[config.mk]
export PLATFORM = sky130hd
export DESIGN_NAME = header_assembler
export DESIGN_NICKNAME = d
export VERILOG_FILES = /design/src/rtl/miner_pkg.sv /design/src/rtl/header_assembler_idle_timer.sv /design/src/rtl/header_assembler.sv
export SDC_FILE = /design/constraint.sdc
export NUM_CORES = 2
export LEC_CHECK = 0
export CORE_UTILIZATION = 37
export CTS_BUF_LIST = sky130_fd_sc_hd__clkbuf_4 sky130_fd_sc_hd__clkbuf_8 sky130_fd_sc_hd__clkbuf_16
export CTS_CLUSTER_DIAMETER = 30
export DETAILED_ROUTE_END_ITERATION = 6
export DONT_BUFFER_PORTS = 1
export SYNTH_ARGS = -nofsm -noshare
export SYNTH_HDL_FRONTEND = slang
export SYNTH_SLANG_ARGS = --single-unit
[constraint.sdc]
create_clock -name clock -period 122.3 [get_ports clock]
set_clock_uncertainty 0.1 [all_clocks]
set_input_delay 24.46 -clock clock [delete_from_list [all_inputs] [get_ports clock]]
set_output_delay 24.46 -clock clock [all_outputs]
set_load 0.005 [all_outputs]
[src/rtl/miner_pkg.sv]
// Constants and types shared by the mining datapath: header framing, hashing and the nonce path.
package miner_pkg;

    localparam int unsigned HEADER_BYTES  = 80;
    localparam int unsigned HEADER_BITS   = HEADER_BYTES * 8;
    localparam int unsigned CLOCK_HZ      = 50_000_000;
    localparam int unsigned RX_TIMEOUT_MS = 10;

    typedef enum logic {
        IDLE = 1'b0,
        RECV = 1'b1
    } assembler_state_e;

    function automatic int unsigned cycles_for_ms(input int unsigned ms);
        return (CLOCK_HZ / 1000) * ms;
    endfunction

    localparam int unsigned RX_TIMEOUT_CYCLES = cycles_for_ms(RX_TIMEOUT_MS);

endpackage

[src/rtl/header_assembler_idle_timer.sv]
// Saturating idle counter with clear and enable; 'terminal' flags the cycle whose
// clock edge steps the count onto TERMINAL, so the caller can react on that same edge.
module idle_timer #(
    parameter int unsigned TERMINAL = 99,
    parameter int unsigned WIDTH    = 7
) (
    input  logic clock,
    input  logic reset,
    input  logic clear,
    input  logic enable,
    output logic terminal
);

    localparam logic [WIDTH-1:0] TERM_V = WIDTH'(TERMINAL);
    localparam logic [WIDTH-1:0] PRE_V  = WIDTH'(TERMINAL - 1);
    localparam logic [WIDTH-1:0] ONE_V  = WIDTH'(1);

    logic [WIDTH-1:0] count_r;

    // Counter: clear wins, otherwise count while enabled and hold at TERMINAL.
    always_ff @(posedge clock or posedge reset) begin
        if (reset) begin
            count_r <= {WIDTH{1'b0}};
        end else if (clear) begin
            count_r <= {WIDTH{1'b0}};
        end else if (enable && (count_r != TERM_V)) begin
            count_r <= count_r + ONE_V;
        end else begin
            count_r <= count_r;
        end
    end

    assign terminal = enable && !clear && (count_r == PRE_V);

endmodule

[src/rtl/header_assembler.sv]
// Collects UART bytes into a fixed-size block header with an inter-byte timeout and
// hands completed headers to the hash core through a valid/ack output register.
module header_assembler
    import miner_pkg::*;
#(
    parameter int unsigned BYTE_COUNT     = HEADER_BYTES,
    parameter int unsigned TIMEOUT_CYCLES = RX_TIMEOUT_CYCLES,
    localparam int unsigned HEADER_WIDTH  = BYTE_COUNT * 8,
    localparam int unsigned COUNT_WIDTH   = $clog2(BYTE_COUNT + 1),
    localparam int unsigned TIMER_WIDTH   = $clog2(TIMEOUT_CYCLES)
) (
    input  logic                    clock,
    input  logic                    reset,
    input  logic [7:0]              rx_data,
    input  logic                    rx_valid,
    input  logic                    header_ack,
    output logic [HEADER_WIDTH-1:0] header_data,
    output logic                    header_valid,
    output logic                    busy,
    output logic [COUNT_WIDTH-1:0]  byte_count,
    output logic                    timeout_pulse,
    output logic                    overrun_pulse,
    output logic                    overrun_flag
);

    localparam logic [COUNT_WIDTH-1:0] ZERO_COUNT = COUNT_WIDTH'(0);
    localparam logic [COUNT_WIDTH-1:0] ONE_COUNT  = COUNT_WIDTH'(1);
    localparam logic [COUNT_WIDTH-1:0] LAST_COUNT = COUNT_WIDTH'(BYTE_COUNT - 1);

    assembler_state_e              state_r;
    logic [HEADER_WIDTH-9:0]       shift_r;
    logic [COUNT_WIDTH-1:0]        byte_count_r;
    logic [HEADER_WIDTH-1:0]       header_data_r;
    logic                          header_valid_r;
    logic                          timeout_pulse_r;
    logic                          overrun_pulse_r;
    logic                          overrun_flag_r;

    logic [HEADER_WIDTH-1:0]       assembled_s;
    logic                          timer_clear_s;
    logic                          timer_enable_s;
    logic                          timer_terminal_s;

    // Next shift-register image and idle-timer controls.
    always_comb begin
        assembled_s    = {shift_r, rx_data};
        timer_enable_s = (state_r == RECV);
        timer_clear_s  = rx_valid || (state_r != RECV);
    end

    idle_timer #(
        .TERMINAL (TIMEOUT_CYCLES - 1),
        .WIDTH    (TIMER_WIDTH)
    ) u_idle_timer (
        .clock    (clock),
        .reset    (reset),
        .clear    (timer_clear_s),
        .enable   (timer_enable_s),
        .terminal (timer_terminal_s)
    );

    // Framing FSM, output register and handshake.
    always_ff @(posedge clock or posedge reset) begin
        if (reset) begin
            state_r         <= IDLE;
            shift_r         <= '0;
            byte_count_r    <= ZERO_COUNT;
            header_data_r   <= '0;
            header_valid_r  <= 1'b0;
            timeout_pulse_r <= 1'b0;
            overrun_pulse_r <= 1'b0;
            overrun_flag_r  <= 1'b0;
        end else begin
            timeout_pulse_r <= 1'b0;
            overrun_pulse_r <= 1'b0;
            if (header_ack && header_valid_r) begin
                header_valid_r <= 1'b0;
            end
            case (state_r)
                IDLE: begin
                    if (rx_valid) begin
                        shift_r      <= assembled_s[HEADER_WIDTH-9:0];
                        byte_count_r <= ONE_COUNT;
                        state_r      <= RECV;
                    end
                end
                RECV: begin
                    if (rx_valid) begin
                        shift_r <= assembled_s[HEADER_WIDTH-9:0];
                        if (byte_count_r == LAST_COUNT) begin
                            byte_count_r <= ZERO_COUNT;
                            state_r      <= IDLE;
                            // An ack in the completion cycle frees the register for the new frame.
                            if (!header_valid_r || header_ack) begin
                                header_data_r  <= assembled_s;
                                header_valid_r <= 1'b1;
                            end else begin
                                overrun_pulse_r <= 1'b1;
                                overrun_flag_r  <= 1'b1;
                            end
                        end else begin
                            byte_count_r <= byte_count_r + ONE_COUNT;
                        end
                    end else if (timer_terminal_s) begin
                        byte_count_r    <= ZERO_COUNT;
                        timeout_pulse_r <= 1'b1;
                        state_r         <= IDLE;
                    end
                end
                default: begin
                    state_r      <= IDLE;
                    byte_count_r <= ZERO_COUNT;
                end
            endcase
        end
    end

    assign header_data   = header_data_r;
    assign header_valid  = header_valid_r;
    assign busy          = (state_r == RECV);
    assign byte_count    = byte_count_r;
    assign timeout_pulse = timeout_pulse_r;
    assign overrun_pulse = overrun_pulse_r;
    assign overrun_flag  = overrun_flag_r;

endmodule

==> run metrics <==
# clock sinks 1,303; share of cells above drive strength 1 0.5609; RSZ-0062 raised after global routing false; grt total ovfl 0; Slew HR -0.3027; final setup vio count 0; fillers 11,670; Clock Latency Late Sink 0.88 ns; post-route ant nets 0; Layout Cells excl Fill 5,064; max incr delay on CP 0.88 ns; CTS tree yes; Final Hold Fails 0; fin area 63,090 µm²; Synth top cells by count 1,303 x dfrtp_1, 673 x mux2_2, 600 x mux2_4, 66 x buf_6, 50 x clkbuf_1; top-count cell post-synth dfrtp_1; H-tree Lvls 5; number of global-route vias before repair approximately 26,000; yosys synthesis warning count 0; leak pwr 32.52 nW; Final min period 28.15 ns; fmax 35.53 MHz; Post-synth EDFFs 0; Critical Path RT 122.91 ns; Avg Vias per Cell 4.837; hold_buf cts 0; Die Width 373.8 µm; area growth from synthesis to layout 23.33%; Die ar. between 100,000 and 150,000 µm²; status finished with violations; wirelength, routed 114,800 µm; Clock Tree Buf Depth 4; routed via count between 20,000 and 25,000; flop and latch count out of synthesis 1,303; sequential cell area approximately 33,000 µm²; Die Y between 300 and 400 µm; final net count 3,066; port bufs 0; Root Buffer Master clkbuf_16; core area 137,300 µm²; VDD IR max 0.01208 mV; cell mode on critical path buf_4; Clock transition at path regs approximately 0.040 ns; failing checks max-slew violations; initial antenna violation count 6; Tcrit/Tclk final 0.2301; top cell type's share of synthesized area 0.6374; CP arrival 28.76 ns; top_reg_cell synth dfrtp_1; Cell variety after synth 41; Critical Path End Type register; Post-Synthesis Cells 2,864; initial DRC count 1,159; num rows 136; area leader, netlist dfrtp_1; max_cap viols 0; Seq/Total Area, Yosys 0.6374; dpl cells 4,538; Worst-Margin Slew 1.954 ns; Cell Chain, Critical Path nand4_1 > buf_12 > buf_4 > buf_4 > buf_4 > mux2_2; crit path kind primary input to register; Ports 664; startpoint types primary input; GRT Overall Usage 0.1648; number of setup buffers added after CTS 0; GP Congestion a little under 0.8; clock buffer count from CTS 305; Sum Neg Setup Slack 0 ns; routed len/inst 22.67 µm; synthesized net count roughly 2,900; largest net degree at the start of global routing 646; Synth Cell Area 51,150 µm²; DP Area 52,580 µm²; global-route wire length before repair 176,900 µm; area of the multi-input gates between 15,000 and 20,000 µm²; initial core utilization 0.3725; CP max stage cell buf_4; TritonRoute pass-1 iters 4; CP Max Fanout 645; # diodes 0; asr flop ratio synth 1.000; Synth area leaders dfrtp_1 64%, mux2_4 18%, mux2_2 15%; power per cell area 21.65 nW/µm²; post-DP HPWL 72,160 µm; DRC viols 0; Pins Over Slew Limit 276; Worst Hold Class register to register; quantity of gates resized following cts 0; syn avg cell area 17.86 µm²
==> worst paths after layout <==
path                            slack, ns  cells past startpoint               end           from
worst max-delay path                94.15                      6  header_data[557]       rx_valid
worst min-delay path                 0.35                      1  header_data[638]   shift_r[630]
worst max register to register     116.83                     10  header_data[557]  byte_count[0]
worst min register to register       0.35                      1  header_data[638]   shift_r[630]
max in group asynchronous           94.42                      5      shift_r[337]          reset
min in group asynchronous           23.52                      1      shift_r[140]          reset
==> area by class of cell <==
cell class                 instances  area share
clock buffer                     379      0.1345
sequential                      1303      0.5169
tap                             1794     0.03558
multi-input combinational       1405      0.2762
inverter                           7   0.0005355
timing repair buffer              29    0.004244
clock inverter                   147     0.03213
==> through the flow <==
step | utilization | power, W | setup WS (ns) | hold WS, ns
final | 0.4594 | 0.001366 | 94.15 | 0.3516
after global routing | 0.4594 | 0.001417 | 93.75 | 0.3807
after floorplan | - | 0.0005368 | 61.01 | 0.3678
after global placement | 0.3829 | 0.0005472 | 93.37 | 0.3870
after CTS | 0.4594 | 0.001385 | 94.29 | 0.3530
after detailed placement | 0.3829 | 0.0005497 | 93.34 | 0.3904
==> kinds of logic after synthesis <==
family,Yosys count,synth area share
compound gates,40,0.004697
xor+xnor,9,0.001541
fa+ha+maj,3,0.0007339
buf+inv,156,0.02194
flops,1303,0.6374
mux,1273,0.3243
simple gates,80,0.009393
==> state kept, by name (all words and copies together) (netlist names) <==
| signal | cells |
|---|---|
| busy | 1 |
| u_idle_timer.count_r | 19 |
| header_valid | 1 |
| timeout_pulse | 1 |
| overrun_flag | 1 |
| shift_r | 632 |
| byte_count | 7 |
| header_data | 640 |
| overrun_pulse | 1 |
==> layout by cell type, fill, tap and decap left out, types with 3 or more instances in the layout <==
| cell type | instances |
|---|---|
| or3_1 | 8 |
| inv_6 | 14 |
| nand3_1 | 8 |
| o21ai_0 | 16 |
| inv_1 | 6 |
| nand2_1 | 15 |
| o32ai_1 | 3 |
| mux2_4 | 600 |
| buf_4 | 25 |
| clkbuf_4 | 36 |
| ha_1 | 3 |
| bufinv_16 | 44 |
| and4_1 | 4 |
| clkbuf_8 | 33 |
| clkinvlp_4 | 31 |
| buf_12 | 4 |
| clkinv_2 | 44 |
| nand4_1 | 10 |
| nand2b_1 | 3 |
| and3_1 | 3 |
| clkinv_4 | 13 |
| xnor2_1 | 4 |
| xor2_1 | 5 |
| nor4b_1 | 3 |
| a21oi_1 | 10 |
| clkbuf_16 | 310 |
| mux2_2 | 673 |
| nor2_1 | 11 |
| a31oi_1 | 3 |
| dfrtp_1 | 1303 |
==> metal layers <==
metal / vias to the layer above / track usage / routed length, µm
met5: - / 0 / 0
li1: 10680 / - / -
met3: 222 / 0.07378 / 10220
met4: 0 / 0.07376 / 4112
met1: 12870 / 0.2010 / 47280
met2: 725 / 0.2501 / 53210
==> report_power, final <==
group	leakage [nW]	internal [W]	switching, W	total [W]
Clock	5.15	0.000579	0.000243	0.000822
Combinational	9.56	0.0000308	0.0000166	0.0000474
Sequential	17.8	0.000467	0.0000291	0.000496
Total	32.5	0.00108	0.000289	0.00137
==> worst max-delay path: cells and delay by family <==
kind	cells	cell delay, ns
buf+inv	4	3.00
mux	1	0.41
simple gates	1	0.26
(Power assumes the default switching activity.)
